===== src/rtl/integral_cache_arbiter_if.sv =====
// integral_cache_arbiter_if: frame, write, read, cache and status bundle.
// slave = arbiter side, master = requesters plus cache side.
interface integral_cache_arbiter_if #(
    parameter int ADDR_WIDTH = 16,
    parameter int DATA_WIDTH = 20
);
    logic                  frame_start;

    logic                  wr_valid;
    logic                  wr_ready;
    logic [ADDR_WIDTH-1:0] wr_addr;
    logic [DATA_WIDTH-1:0] wr_data;

    logic                  rd0_valid;
    logic                  rd0_ready;
    logic [ADDR_WIDTH-1:0] rd0_addr;
    logic                  rd0_rvalid;
    logic [DATA_WIDTH-1:0] rd0_rdata;

    logic                  rd1_valid;
    logic                  rd1_ready;
    logic [ADDR_WIDTH-1:0] rd1_addr;
    logic                  rd1_rvalid;
    logic [DATA_WIDTH-1:0] rd1_rdata;

    logic                  mem_en;
    logic                  mem_we;
    logic [ADDR_WIDTH-1:0] mem_addr;
    logic [DATA_WIDTH-1:0] mem_wdata;
    logic [DATA_WIDTH-1:0] mem_rdata;

    logic                  busy;
    logic [15:0]           stat_wr_cnt;
    logic [15:0]           stat_rd0_cnt;
    logic [15:0]           stat_rd1_cnt;

    modport slave (
        input  frame_start,
        input  wr_valid, wr_addr, wr_data,
        output wr_ready,
        input  rd0_valid, rd0_addr,
        output rd0_ready, rd0_rvalid, rd0_rdata,
        input  rd1_valid, rd1_addr,
        output rd1_ready, rd1_rvalid, rd1_rdata,
        output mem_en, mem_we, mem_addr, mem_wdata,
        input  mem_rdata,
        output busy,
        output stat_wr_cnt, stat_rd0_cnt, stat_rd1_cnt
    );

    modport master (
        output frame_start,
        output wr_valid, wr_addr, wr_data,
        input  wr_ready,
        output rd0_valid, rd0_addr,
        input  rd0_ready, rd0_rvalid, rd0_rdata,
        output rd1_valid, rd1_addr,
        input  rd1_ready, rd1_rvalid, rd1_rdata,
        input  mem_en, mem_we, mem_addr, mem_wdata,
        output mem_rdata,
        input  busy,
        input  stat_wr_cnt, stat_rd0_cnt, stat_rd1_cnt
    );
endinterface


===== src/rtl/integral_cache_arbiter.sv =====
// integral_cache_arbiter: one grant per cycle over one writer and two readers.
// Define INTEGRAL_ARB_STATS_EN to build the per-requester grant counters.
module integral_cache_arbiter #(
    parameter int ADDR_WIDTH   = 16,
    parameter int DATA_WIDTH   = 20,
    parameter int STARVE_LIMIT = 8
) (
    input  logic clk,
    input  logic reset,
    integral_cache_arbiter_if.slave bus
);
    typedef enum logic [1:0] {
        S_Idle,
        S_Grant,
        S_Drain
    } state_t;

    localparam int SW = $clog2(STARVE_LIMIT + 1);
    localparam logic [SW-1:0] LIM = SW'(STARVE_LIMIT);

    state_t state;
    state_t state_n;

    logic [SW-1:0] streak;
    logic [SW-1:0] streak_eff;
    logic [SW-1:0] streak_n;
    logic          ptr;
    logic          ptr_eff;
    logic          ptr_n;

    logic          rd_pend;
    logic          any_valid;
    logic          force_rd;
    logic          gnt_wr;
    logic          gnt_rd0;
    logic          gnt_rd1;
    logic          gnt_rd;

    // read granted last cycle, per port; its cache access is this cycle
    logic [1:0]    rd_p1;

    logic [DATA_WIDTH-1:0] rdata0_q;
    logic [DATA_WIDTH-1:0] rdata1_q;

    // Arbitration: frame_start clears streak/pointer before they are used
    always_comb begin
        streak_eff = bus.frame_start ? '0 : streak;
        ptr_eff    = bus.frame_start ? 1'b0 : ptr;
        rd_pend    = bus.rd0_valid | bus.rd1_valid;
        any_valid  = bus.wr_valid | rd_pend;
        force_rd   = rd_pend && (streak_eff == LIM);
        gnt_wr     = 1'b0;
        gnt_rd0    = 1'b0;
        gnt_rd1    = 1'b0;
        if (!reset) begin
            if (bus.wr_valid && !force_rd) begin
                gnt_wr = 1'b1;
            end else if (bus.rd0_valid && bus.rd1_valid) begin
                gnt_rd0 = !ptr_eff;
                gnt_rd1 = ptr_eff;
            end else begin
                gnt_rd0 = bus.rd0_valid;
                gnt_rd1 = bus.rd1_valid;
            end
        end
        gnt_rd = gnt_rd0 | gnt_rd1;

        ptr_n = ptr_eff;
        if (gnt_rd0) ptr_n = 1'b1;
        if (gnt_rd1) ptr_n = 1'b0;

        streak_n = '0;
        if (gnt_wr && rd_pend) begin
            streak_n = (streak_eff == LIM) ? streak_eff
                                           : streak_eff + SW'(1);
        end
    end

    assign bus.wr_ready  = gnt_wr;
    assign bus.rd0_ready = gnt_rd0;
    assign bus.rd1_ready = gnt_rd1;

    // Next state: Drain only waits for the read whose data is still to come
    always_comb begin
        state_n = state;
        unique case (state)
            S_Idle: begin
                if (any_valid) state_n = S_Grant;
            end
            S_Grant: begin
                if (!any_valid) begin
                    state_n = (|rd_p1) ? S_Drain : S_Idle;
                end
            end
            S_Drain: begin
                if (any_valid) state_n = S_Grant;
                else if (rd_p1 == 2'b00) state_n = S_Idle;
            end
            default: state_n = S_Idle;
        endcase
    end

    assign bus.busy = !reset && ((state != S_Idle) || any_valid);

    // State, arbitration history, cache command and read return pipeline
    always_ff @(posedge clk) begin
        if (reset) begin
            state          <= S_Idle;
            streak         <= '0;
            ptr            <= 1'b0;
            rd_p1          <= 2'b00;
            bus.mem_en     <= 1'b0;
            bus.mem_we     <= 1'b0;
            bus.mem_addr   <= '0;
            bus.mem_wdata  <= '0;
            bus.rd0_rvalid <= 1'b0;
            bus.rd1_rvalid <= 1'b0;
            rdata0_q       <= '0;
            rdata1_q       <= '0;
        end else begin
            state          <= state_n;
            streak         <= streak_n;
            ptr            <= ptr_n;
            rd_p1          <= {gnt_rd1, gnt_rd0};
            bus.mem_en     <= gnt_wr | gnt_rd;
            bus.mem_we     <= gnt_wr;
            bus.rd0_rvalid <= rd_p1[0];
            bus.rd1_rvalid <= rd_p1[1];
            if (gnt_wr) begin
                bus.mem_addr  <= bus.wr_addr;
                bus.mem_wdata <= bus.wr_data;
            end else if (gnt_rd0) begin
                bus.mem_addr  <= bus.rd0_addr;
            end else if (gnt_rd1) begin
                bus.mem_addr  <= bus.rd1_addr;
            end
            if (bus.rd0_rvalid) rdata0_q <= bus.mem_rdata;
            if (bus.rd1_rvalid) rdata1_q <= bus.mem_rdata;
        end
    end

    assign bus.rd0_rdata = bus.rd0_rvalid ? bus.mem_rdata : rdata0_q;
    assign bus.rd1_rdata = bus.rd1_rvalid ? bus.mem_rdata : rdata1_q;

`ifdef INTEGRAL_ARB_STATS_EN
    logic [15:0] cnt_wr;
    logic [15:0] cnt_rd0;
    logic [15:0] cnt_rd1;

    // Grant counters, wrapping, restarted each frame
    always_ff @(posedge clk) begin
        if (reset || bus.frame_start) begin
            cnt_wr  <= '0;
            cnt_rd0 <= '0;
            cnt_rd1 <= '0;
        end else begin
            cnt_wr  <= cnt_wr + {15'd0, gnt_wr};
            cnt_rd0 <= cnt_rd0 + {15'd0, gnt_rd0};
            cnt_rd1 <= cnt_rd1 + {15'd0, gnt_rd1};
        end
    end

    assign bus.stat_wr_cnt  = cnt_wr;
    assign bus.stat_rd0_cnt = cnt_rd0;
    assign bus.stat_rd1_cnt = cnt_rd1;
`else
    assign bus.stat_wr_cnt  = '0;
    assign bus.stat_rd0_cnt = '0;
    assign bus.stat_rd1_cnt = '0;
`endif
endmodule


===== src/flat_wrapper.sv =====
// flat-port wrapper written by rule: the top's interface ports become plain ports
module integral_cache_arbiter_flat 
#(
    parameter int ADDR_WIDTH   = 16,
    parameter int DATA_WIDTH   = 20,
    parameter int STARVE_LIMIT = 8
)
  (clk, reset, bus_frame_start, bus_wr_valid, bus_wr_addr, bus_wr_data, bus_wr_ready, bus_rd0_valid, bus_rd0_addr, bus_rd0_ready, bus_rd0_rvalid, bus_rd0_rdata, bus_rd1_valid, bus_rd1_addr, bus_rd1_ready, bus_rd1_rvalid, bus_rd1_rdata, bus_mem_en, bus_mem_we, bus_mem_addr, bus_mem_wdata, bus_mem_rdata, bus_busy, bus_stat_wr_cnt, bus_stat_rd0_cnt, bus_stat_rd1_cnt);
  integral_cache_arbiter_if #(.ADDR_WIDTH(ADDR_WIDTH), .DATA_WIDTH(DATA_WIDTH)) bus_i ();
  input  logic clk;
  input  logic reset;
  input wire logic [$bits(bus_i.frame_start)-1:0] bus_frame_start;
  input wire logic [$bits(bus_i.wr_valid)-1:0] bus_wr_valid;
  input wire logic [$bits(bus_i.wr_addr)-1:0] bus_wr_addr;
  input wire logic [$bits(bus_i.wr_data)-1:0] bus_wr_data;
  output wire logic [$bits(bus_i.wr_ready)-1:0] bus_wr_ready;
  input wire logic [$bits(bus_i.rd0_valid)-1:0] bus_rd0_valid;
  input wire logic [$bits(bus_i.rd0_addr)-1:0] bus_rd0_addr;
  output wire logic [$bits(bus_i.rd0_ready)-1:0] bus_rd0_ready;
  output wire logic [$bits(bus_i.rd0_rvalid)-1:0] bus_rd0_rvalid;
  output wire logic [$bits(bus_i.rd0_rdata)-1:0] bus_rd0_rdata;
  input wire logic [$bits(bus_i.rd1_valid)-1:0] bus_rd1_valid;
  input wire logic [$bits(bus_i.rd1_addr)-1:0] bus_rd1_addr;
  output wire logic [$bits(bus_i.rd1_ready)-1:0] bus_rd1_ready;
  output wire logic [$bits(bus_i.rd1_rvalid)-1:0] bus_rd1_rvalid;
  output wire logic [$bits(bus_i.rd1_rdata)-1:0] bus_rd1_rdata;
  output wire logic [$bits(bus_i.mem_en)-1:0] bus_mem_en;
  output wire logic [$bits(bus_i.mem_we)-1:0] bus_mem_we;
  output wire logic [$bits(bus_i.mem_addr)-1:0] bus_mem_addr;
  output wire logic [$bits(bus_i.mem_wdata)-1:0] bus_mem_wdata;
  input wire logic [$bits(bus_i.mem_rdata)-1:0] bus_mem_rdata;
  output wire logic [$bits(bus_i.busy)-1:0] bus_busy;
  output wire logic [$bits(bus_i.stat_wr_cnt)-1:0] bus_stat_wr_cnt;
  output wire logic [$bits(bus_i.stat_rd0_cnt)-1:0] bus_stat_rd0_cnt;
  output wire logic [$bits(bus_i.stat_rd1_cnt)-1:0] bus_stat_rd1_cnt;
  assign bus_i.frame_start = bus_frame_start;
  assign bus_i.wr_valid = bus_wr_valid;
  assign bus_i.wr_addr = bus_wr_addr;
  assign bus_i.wr_data = bus_wr_data;
  assign bus_wr_ready = bus_i.wr_ready;
  assign bus_i.rd0_valid = bus_rd0_valid;
  assign bus_i.rd0_addr = bus_rd0_addr;
  assign bus_rd0_ready = bus_i.rd0_ready;
  assign bus_rd0_rvalid = bus_i.rd0_rvalid;
  assign bus_rd0_rdata = bus_i.rd0_rdata;
  assign bus_i.rd1_valid = bus_rd1_valid;
  assign bus_i.rd1_addr = bus_rd1_addr;
  assign bus_rd1_ready = bus_i.rd1_ready;
  assign bus_rd1_rvalid = bus_i.rd1_rvalid;
  assign bus_rd1_rdata = bus_i.rd1_rdata;
  assign bus_mem_en = bus_i.mem_en;
  assign bus_mem_we = bus_i.mem_we;
  assign bus_mem_addr = bus_i.mem_addr;
  assign bus_mem_wdata = bus_i.mem_wdata;
  assign bus_i.mem_rdata = bus_mem_rdata;
  assign bus_busy = bus_i.busy;
  assign bus_stat_wr_cnt = bus_i.stat_wr_cnt;
  assign bus_stat_rd0_cnt = bus_i.stat_rd0_cnt;
  assign bus_stat_rd1_cnt = bus_i.stat_rd1_cnt;
  integral_cache_arbiter #(.ADDR_WIDTH(ADDR_WIDTH), .DATA_WIDTH(DATA_WIDTH), .STARVE_LIMIT(STARVE_LIMIT)) u_core (.clk(clk), .reset(reset), .bus(bus_i));
endmodule

===== config.mk =====
export PLATFORM = sky130hd
export DESIGN_NAME = integral_cache_arbiter_flat
export DESIGN_NICKNAME = d
export VERILOG_FILES = /design/src/rtl/integral_cache_arbiter_if.sv /design/src/rtl/integral_cache_arbiter.sv /design/src/flat_wrapper.sv
export SDC_FILE = /design/constraint.sdc
export NUM_CORES = 1
export LEC_CHECK = 0
export ABC_AREA = 1
export BUFFER_PORTS_ARGS = -buffer_cell sky130_fd_sc_hd__buf_2
export CORE_ASPECT_RATIO = 0.75
export CORE_MARGIN = 10
export CORE_UTILIZATION = 49
export CTS_BUF_LIST = sky130_fd_sc_hd__clkbuf_8 sky130_fd_sc_hd__clkbuf_16
export DETAILED_ROUTE_END_ITERATION = 10
export PLACE_DENSITY = 0.92
export SLEW_MARGIN = 15
export SYNTH_ARGS = -nofsm -noshare
export SYNTH_HDL_FRONTEND = slang
export SYNTH_SLANG_ARGS = --single-unit

===== constraint.sdc =====
create_clock -name clk -period 4.8 [get_ports clk]
set_clock_uncertainty 0.2 [all_clocks]
set_input_delay 1.44 -clock clk [delete_from_list [all_inputs] [get_ports clk]]
set_output_delay 1.44 -clock clk [all_outputs]
set_load 0.02 [all_outputs]

After elaboration in Yosys (flattened, before gate mapping). Cells that the tools add are included. Widths: inputs -> output; s select.

$add $sub $neg: 1. Bitwise logic cells: 5. Mux-type cells: 23. Equality and inequality tests: 6. Reduce and logical (&&, ||, !) cells: 17.

Operator list (count): $mux 16 (3); $mux 20 (2); $mux 1 (10); $mux 2 (5); $mux 4 (2); $pmux 2 s3 (1); $reduce_or 2->1 (3); $logic_and 1x1->1 (5); $add 4x1->4 const B (1); $eq 4x4->1 const B (1); $logic_not 2->1 (2); $or 1x1->1 (4); $logic_not 1->1 (3); $ne 3x1->1 const B (1); $reduce_and 3->1 (1); $reduce_bool 3->1 (1); $eq 2x1->1 const B (1); $eq 2x2->1 const B (1); $ne 2x1->1 const B (1); $ne 2x2->1 const B (1); $reduce_bool 2->1 (1); $logic_or 1x1->1 (1); $not 1->1 (1).

Word-level logic and storage cells: 64. Output and inout port bits: 132. Flip-flop bits (word level): 89.

Logic depth before layout (Yosys ltp). Gate-level depths: netlist of run 1.

Word-level depth: 10. Mapped depth: 14. Gate-level depth less buffers: 13.

Worst setup path after synthesis of run 1. No wires, ideal clock.

Path kind: input-to-output. Start point: in bus_frame_start. End point: out bus_rd1_ready. Cell stages on the path: 10. Buffers on the path: 1. Slack: 0.683 ns. Required time: 3.160 ns. Arrival: 2.477 ns. Cells stage by stage: inv_2 nand2_1 ha_1 inv_1 nor2_2 nand3_4 nand2_4 buf_6 nand3_4 inv_1.

Longest elaborated chain between the ends: 7. Elaborated cells between the ends (all ways): 9.

RTL lines: start, declared (RTL line flat_wrapper.sv:12) `input wire logic [$bits(bus_i.frame_start)-1:0] bus_frame_start;`; $mux 4 (RTL line integral_cache_arbiter.sv:47) `streak_eff = bus.frame_start ? '0 : streak;`; $eq 4x4->1 (RTL line integral_cache_arbiter.sv:51) `force_rd = rd_pend && (streak_eff == LIM);`; $logic_and 1x1->1 (RTL line integral_cache_arbiter.sv:51); $logic_not 1->1 (RTL line integral_cache_arbiter.sv:56) `if (bus.wr_valid && !force_rd) begin`; $logic_and 1x1->1 (RTL line integral_cache_arbiter.sv:56); $mux 1 * (RTL line integral_cache_arbiter.sv:56); $mux 1 * (RTL line integral_cache_arbiter.sv:55) `if (!reset) begin`; end, declared (RTL line flat_wrapper.sv:24) `output wire logic [$bits(bus_i.rd1_ready)-1:0] bus_rd1_ready;`.

Mark *: on every way between the ends. The rest lies on a longest branch, timed or not.

Worst setup path in the final report of run 1.
Start point: in bus_frame_start. End point: out bus_wr_ready.

Longest elaborated chain between the ends: 7.

RTL lines: $mux 4 (RTL line integral_cache_arbiter.sv:47); $eq 4x4->1 (RTL line integral_cache_arbiter.sv:51); $logic_and 1x1->1 (RTL line integral_cache_arbiter.sv:51); $logic_not 1->1 (RTL line integral_cache_arbiter.sv:56); $logic_and 1x1->1 (RTL line integral_cache_arbiter.sv:56); $mux 1 (RTL line integral_cache_arbiter.sv:56); $mux 1 (RTL line integral_cache_arbiter.sv:55); end, declared (RTL line flat_wrapper.sv:16) `output wire logic [$bits(bus_i.wr_ready)-1:0] bus_wr_ready;`.

Every way passes these cells.

==> flow_summary.toml, run 1 <==
[flow_run]
cap_violations = 0

[global_route]
antenna_found_initial = 0
grt_pass1_vias = 4010
grt_pass1_wl_um = 19450
grt.total_usage_pct = 18.21
gr-total-overflow = 0
grt_max_degree = 59

[timing]
timing.final.max_slew_violations = 0
hold_viol_final = 0
fmax_ghz = 0.2257
slew_headroom_pct = 53.31
grt_setup_unrepaired = "false"
worst_slew_pin_slew_ns = 0.6996
post-route-period-util_pct = 92.30
post-route-min-period_ns = 4.430
fin_setup_tns_ns = 0
setup_viol = 0

[cts]
htreeDepth = 3
clockBufferDepth = 2
path_clk_slew_ns = 0.06
root_buffer = "clkbuf_16"
post_cts_resized = 0
cts_setup_buffers = 0
clk_latency_ns = 0.34
cts_tree = "done"
cts.sinks = 89
numCtsBuffers = 9
hold_buffers = 0

[layout]
final_area_um2 = 5280
multi_input_area_um2 = 1906
layout.cells.most_common = "nand2_1"
fin_nets = 874
diodes = 0
fill_cells = 785
layout-drive-gt1-share_pct = 27.71
final_cell_mix = "214 x nand2_1, 177 x buf_2, 89 x dfxtp_1"
seq_area_um2 = 1782
syn_to_final_growth_pct = 23.94

[synthesis]
syn_area_um2 = 4260
syn_inst = 614
synth_top_family_by_area = "simple AND/OR/NAND/NOR gates"
yosys.area_share.adder_pct = 0.5874
yosys-mux-area-fraction_pct = 0
synthDistinctLibCells = 27
synth_area_leader_cell = "dfxtp_1"
synthTopCellsByArea = "dfxtp_1 42%, nand2_1 19%, buf_4 8.8%"
yosys_register_bits = 89
synth_area_per_cell_um2 = 6.939
ys_seq_area_share_pct = 41.82
synth-xor-area-share_pct = 0.2056
synth_compound_area_share_pct = 11.13
netlist.area_leader.share_pct = 41.82
ys_warn_count = 0
yosys.area_share.simple_pct = 28.58

[routing]
drc = 0
vias = 4190
post_drt_wl_per_cell_um = 14.00
route.met3.wl_um = 1015
topRoutingLayerUsed = "met4"
met1_length_um = 4927
wl_met2_um = 6265
wl_um = 12470
drtIter0Drc = 247
ant_nets = 0
firstDrtPassIters = 5
via_per_inst = 4.703

[worst_setup_path]
worstSetupStartpointType = "input port"
path_cells = "buf_2 > inv_2 > nand2_1 > ha_1 > inv_1 > nor2_2 > nand3_4 > nand2_4 > inv_2 > nand2_2 > inv_1 > buf_2"
cp.arrival_ns = 2.79
critPathSlowestCell = "nor2_2"
reg2reg_depth = 12
critPathMaxFanout = 8
critical_path_class = "in -> out"
required_ns = 3.16
cp-end-kind = "output port"
cpPeakStageDelay_ns = 0.16

[power_and_ir_drop]
p_leak_nw = 3.047
powerDensity_nw_per_um2 = 331.8
ir_drop_uv = 227.4

[placed_design]
dp_hpwl_um = 9515
placed_area_um2 = 4986
gp_congestion = 0.8634
portBuffers = 177

[min_path]
min_path_type = "reg -> reg"
holdPathStages = 2

[floorplan]
die_area_um2 = 12860
die_y_um = 100.8
initial_core_util_pct = 50.39
die_w_um = 127.7
pin_count = 226
coreArea_um2 = 8454
rows = 29

[status]
status = "complete, no violations"
sequential cells by signal (all words and copies together), names as in the netlist:
signal                 cells
u_core.bus.mem_wdata      20
u_core.rdata0_q           20
u_core.bus.rd0_rvalid      1
u_core.rd_p1               2
u_core.bus.mem_we          1
u_core.rdata1_q           20
u_core.state               2
u_core.bus.rd1_rvalid      1
u_core.bus.mem_en          1
u_core.bus.mem_addr       16
u_core.ptr                 1
u_core.streak              4
per-layer routing:
metal	vias up	global-route usage (%)
li1	2131	-
met1	1874	19.78
met2	159	32.05
met3	26	6.782
met4	0	6.390
met5	-	0
worst paths after layout:
path / from / end / slack (ns)
setup / recovery: bus_frame_start / bus_wr_ready / 0.37
hold / removal: u_core.rd_p1[0] / u_core.bus.rd0_rvalid / 0.22
setup reg to reg: u_core.streak[0] / u_core.bus.mem_addr[2] / 2.60
hold reg to reg: u_core.rd_p1[0] / u_core.bus.rd0_rvalid / 0.22
where the power goes:
| group | switching, mW | internal [mW] |
|---|---|---|
| Clock | 0.293 | 0.403 |
| Combinational | 0.188 | 0.0874 |
| Sequential | 0.0121 | 0.769 |
| Total | 0.493 | 1.26 |
Yosys cell counts (all sizes together):
cell type,n
nor2,41
ha,2
buf,63
o21a,10
nand4,6
nand3,26
nor3b,1
nand2,219
inv,60
conb,1
o21ai,13
clkbuf,15
or2,1
dfxtp,89
a21oi,66
xor2,1
kinds of logic (layout without fill, tap and decap cells):
group                    after synthesis  in the layout
flip-flops                            89             89
XOR/XNOR                               1              1
buffers and inverters                138            260
adder cells (fa/ha/maj)                2              2
AND/OR/NAND/NOR                      294            294
AO/OA/AOI/OAI                         89             89
other                                  1             48
worst max-delay path, delay by kind of cell:
kind,cells,cell delay (ns)
fa+ha+maj,1,0.15
buf+inv,6,0.51
simple gates,5,0.68
per-stage QoR:
stage               instances  total power, mW  hold WS (ns)  utilization [%]  setup slack (ns)
finish                    891            1.752        0.2157            62.45            0.3697
global route              891            1.821        0.2278            62.45            0.1737
CTS                       891            1.757        0.2131            62.45            0.3663
detailed placement        875            1.070        0.2093            58.98            0.3810
global placement          875            1.065        0.2067            58.98            0.4483
floorplan                 661            1.005        0.1966                -            0.6829
area by class of cell:
class / instances / area share, %
multi-input combinational: 434 / 36.09
sequential: 89 / 33.74
timing repair buffer: 184 / 17.77
clock buffer: 9 / 4.265
inverter: 60 / 4.265
tap: 108 / 2.559
clock inverter: 7 / 1.303
Note: power is estimated with default switching activity, not from simulation.
==> run 2: changes to the inputs <==
- BUFFER_PORTS_ARGS: -buffer_cell sky130_fd_sc_hd__buf_2 -> -buffer_cell sky130_fd_sc_hd__buf_4
- PLACE_DENSITY: 0.92 -> 0.87
==> run 2 against run 1 <==
Highest routed layer unchanged. Register-to-register slack lost 0.03 ns. Via count grew 0.81%. Cell count shrank 0.22%. Critical path depth unchanged. Non-clock buffer count shrank 2. Core utilization rose by 5.3 points. Sequential cell count unchanged. First-iteration DRC count rose by 37%. Power grew 4.1%.
==> flow_summary.toml, run 2 (synthesis gave the netlist of run 1 again) <==
[status]
status = "complete, no violations"

[power_and_ir_drop]
ir_drop_uv = 183.6
powerDensity_nw_per_um2 = 318.5
p_leak_nw = 3.130

[cts]
cts_tree = "done"
post_cts_resized = 0
numCtsBuffers = 9
clockBufferDepth = 2
cts.sinks = 89
htreeDepth = 3
root_buffer = "clkbuf_16"
cts_setup_buffers = 0
clk_latency_ns = 0.33
path_clk_slew_ns = 0.07
hold_buffers = 0

[routing]
drc = 0
via_per_inst = 4.751
post_drt_wl_per_cell_um = 14.90
ant_nets = 0
wl_um = 13240
vias = 4224
drtIter0Drc = 339
firstDrtPassIters = 4

[layout]
top_regs = "u_core.bus.mem_wdata: 20 flops, u_core.rdata0_q: 20 flops, u_core.rdata1_q: 20 flops"
fin_cells = 889
fin_util_pct = 67.72
multi_input_area_um2 = 1906
syn_to_final_growth_pct = 34.39
final_cell_mix = "214 x nand2_1, 182 x buf_4, 89 x dfxtp_1"
fill_cells = 718
seq_area_um2 = 1782
diodes = 0
layout-drive-gt1-share_pct = 27.66
final_area_um2 = 5725
fin_nets = 872
layout.cells.most_common = "nand2_1"

[timing]
post-route-min-period_ns = 4.515
hold_ws_ns = 0.2256
fmax_ghz = 0.2215
fin_setup_tns_ns = 0
timing.final.max_slew_violations = 0
setup_viol = 0
hold_viol_final = 0
grt_setup_unrepaired = "false"
slew_headroom_pct = 42.87
worst_slew_pin_slew_ns = 0.8558
post-route-period-util_pct = 94.07

[global_route]
grt_pass1_wl_um = 21070
grt_max_degree = 58
grt_pass1_vias = 4253
antenna_found_initial = 0
grt.total_usage_pct = 19.83
gr-total-overflow = 0

[flow_run]
cap_violations = 0

[floorplan]
die_area_um2 = 12860
pin_count = 226
die_w_um = 127.7
rows = 29
die_y_um = 100.8
initial_core_util_pct = 50.39
coreArea_um2 = 8454

[placed_design]
dp_hpwl_um = 10350
portBuffers = 177
dp_cells = 873
placed_area_um2 = 5414
gp_congestion = 0.8112

[worst_setup_path]
worst-path-stages = 12
critPathSlowestCell = "nand2_4"
cp.arrival_ns = 2.88
worstSetupStartpointType = "input port"
critPathMaxFanout = 14
critical_path.top_delay_family = "simple AND/OR/NAND/NOR gates"
critical_path_class = "in -> out"
path_cells = "buf_4 > inv_2 > nand2_1 > ha_1 > inv_1 > nor2_2 > nand3_4 > nand2_4 > inv_2 > nand2_2 > inv_1 > buf_4"
reg2reg_depth = 12
required_ns = 3.16
cpPeakStageDelay_ns = 0.20
cp-end-kind = "output port"
crit_buf_inv = 6

[min_path]
holdPathStages = 2
min_path_type = "reg -> reg"
[run 2: report_power, final]
group,internal (mW),switching (mW),total (mW)
Combinational,0.126,0.188,0.314
Clock,0.423,0.302,0.725
Sequential,0.768,0.0163,0.785
[run 2: cell type report]
type | count | share of cell area (%)
flip-flops and latches | 89 | 31.12
well taps | 108 | 2.360
inverters | 60 | 3.934
multi-input cells | 434 | 33.28
clock buffers | 10 | 4.174
repair buffers | 182 | 23.86
clock inverters | 6 | 1.267
[run 2: path summary, 6_finish.rpt]
check / slack (ns) / start / endpoint
worst max-delay path: 0.28 / bus_frame_start / bus_wr_ready
worst min-delay path: 0.23 / u_core.rd_p1[0] / u_core.bus.rd0_rvalid
worst max register to register: 2.57 / u_core.streak[0] / u_core.bus.mem_addr[13]
worst min register to register: 0.23 / u_core.rd_p1[0] / u_core.bus.rd0_rvalid
[run 2: worst min-delay path: stages (launching register included)]
cell     delay, ns
dfxtp_1       0.30
inv_1         0.05
nor2_1        0.04
[run 2: metrics by stage]
step | total power [mW] | setup WS [ns]
2_1_floorplan | 1.005 | 0.6829
6_report | 1.823 | 0.2845
4_1_cts | 1.838 | 0.2866
3_5_place_dp | 1.113 | 0.3093
3_3_place_gp | 1.105 | 0.3988
5_1_grt | 1.907 | 0.1285
[run 2: layer usage]
| layer | vias to the layer above | GRT usage [%] | routed length, µm |
|---|---|---|---|
| met4 | 0 | 8.204 | 295 |
| met5 | - | 0 | 0 |
| met3 | 22 | 6.362 | 1021 |
| met1 | 1910 | 21.98 | 5138 |
| li1 | 2128 | - | - |
| met2 | 164 | 34.49 | 6789 |
==> run 3: changes to the inputs <==
- CTS_BUF_LIST: sky130_fd_sc_hd__clkbuf_8 sky130_fd_sc_hd__clkbuf_16 -> sky130_fd_sc_hd__clkbuf_16
==> run 3 against run 2 <==
Count of clock-buffer cells in the layout shrank 1. Sequential share of layout area is 0.055 points higher. Critical path depth is the same. Via count is 0.76% lower. Sequential cell count is the same. Power fell by 0.95%. Clock power is 2% lower. Combinational power is essentially flat. Cell count is the same. First-iteration DRC count fell by 3.5%. Maximum frequency about the same. Critical endpoint unchanged.
==> flow_summary.toml, run 3 (synthesis gave the netlist of run 1 again) <==
[layout]
syn_to_final_growth_pct = 34.16
layout.cells.most_common = "nand2_1"
fin_nets = 872
layout-drive-gt1-share_pct = 27.53
fill_cells = 715
final_cell_mix = "214 x nand2_1, 182 x buf_4, 89 x dfxtp_1"
diodes = 0
top_regs = "u_core.bus.mem_wdata: 20 flops, u_core.rdata0_q: 20 flops, u_core.rdata1_q: 20 flops"

[global_route]
gr-total-overflow = 0
grt_pass1_wl_um = 21070
grt_pass1_vias = 4258
grt_max_degree = 58
antenna_found_initial = 0
grt.total_usage_pct = 19.83

[cts]
post_cts_resized = 0
path_clk_slew_ns = 0.07
htreeDepth = 3
clk_latency_ns = 0.33
cts.sinks = 89
root_buffer = "clkbuf_16"
hold_buffers = 0
numCtsBuffers = 9
cts_tree = "done"
cts_setup_buffers = 0
clockBufferDepth = 2

[timing]
worst_slew_pin_slew_ns = 0.8254
setup_viol = 0
grt_setup_unrepaired = "false"
fin_ws_ns = 0.2856
timing.final.max_slew_violations = 0
post-route-period-util_pct = 94.05
post-route-min-period_ns = 4.514
hold_viol_final = 0
fmax_ghz = 0.2215
slew_headroom_pct = 44.90
fin_setup_tns_ns = 0

[min_path]
holdPathStages = 2
min_from = "u_core.rd_p1[0]"
min_to = "u_core.bus.rd0_rvalid"
min_path_type = "reg -> reg"

[power_and_ir_drop]
clock_power_share_pct = 39.2
swShare_pct = 27.93
comb_power_share_pct = 17.4
p_seq_share_pct = 43.5
powerDensity_nw_per_um2 = 316.0
power.internal_mw = 1.301
p_leak_nw = 3.124
ir_drop_uv = 180.6
switchingPower_mw = 0.5044

[floorplan]
die_area_um2 = 12860
rows = 29
die_w_um = 127.7
coreArea_um2 = 8454
initial_core_util_pct = 50.39
die_y_um = 100.8
pin_count = 226

[routing]
drtIter0Drc = 327
firstDrtPassIters = 5
drc = 0
vias = 4192
post_drt_wl_per_cell_um = 14.86
wl_um = 13210
ant_nets = 0
via_per_inst = 4.715

[worst_setup_path]
critPathMaxFanout = 14
cp.arrival_ns = 2.87
r2r_start = "u_core.streak[0]"
r2r_setup_slack_ns = 2.56
required_ns = 3.16
cp-end-kind = "output port"
reg2reg_depth = 12
worstSetupStartpointType = "input port"
critical_path_class = "in -> out"
r2r_end = "u_core.bus.mem_addr[13]"

[placed_design]
portBuffers = 177
gp_congestion = 0.8112
post-place-ws_ns = 0.3093
dp_hpwl_um = 10350

[flow_run]
cap_violations = 0

[status]
status = "complete, no violations"
## run 3: final cells by class
type                    count  area, µm²  share of cell area (%)
repair buffers            182       1366                   23.91
clock buffers               9      225.2                   3.940
multi-input cells         434       1906                   33.34
inverters                  60      225.2                   3.940
flip-flops and latches     89       1782                   31.17
clock inverters             7      76.32                   1.335
well taps                 108      135.1                   2.364
## run 3: metal layers
layer  up-vias  global-route usage (%)  share of wire [%]
li1       2133                       -                  -
met3        22                   6.362                7.6
met4         0                   8.204                2.3
met5         -                       0                  0
met1      1884                   21.98                 39
met2       153                   34.49                 51
## run 3: how the worst max path moves through the flow
stage | startpoint | end | slack, ns
3_5_place_dp | bus_frame_start | bus_wr_ready | 0.31
5_1_grt | bus_frame_start | bus_wr_ready | 0.13
3_3_place_gp | bus_frame_start | bus_wr_ready | 0.40
6_report | bus_frame_start | bus_wr_ready | 0.29
4_1_cts | bus_frame_start | bus_wr_ready | 0.29
2_1_floorplan | bus_frame_start | bus_rd1_ready | 0.68
## run 3: power by group through the flow
stage / registers (mW) / logic (mW) / clock network [mW]
after CTS: 0.785 / 0.313 / 0.723
after detailed placement: 0.801 / 0.312 / 0
after global placement: 0.799 / 0.305 / 0
after floorplan: 0.824 / 0.181 / 0
after global routing: 0.788 / 0.342 / 0.760
final: 0.785 / 0.313 / 0.708
## run 3: critical path, stage by stage
cell	delay, ns
buf_4	0.10
inv_2	0.05
nand2_1	0.10
ha_1	0.16
inv_1	0.05
nor2_2	0.16
nand3_4	0.16
nand2_4	0.20
inv_2	0.07
nand2_2	0.13
inv_1	0.09
buf_4	0.16
## run 3: through the flow
step                      power, mW  cells  area [µm²]  hold WS [ns]  util (%)
after floorplan               1.005    661        4437        0.1966         -
after global placement        1.105    873        5414        0.2237     64.04
after detailed placement      1.113    873        5414        0.2245     64.04
after CTS                     1.821    889        5715        0.2243     67.60
after global routing          1.890    889        5715        0.2409     67.60
final                         1.806    889        5715        0.2254     67.60
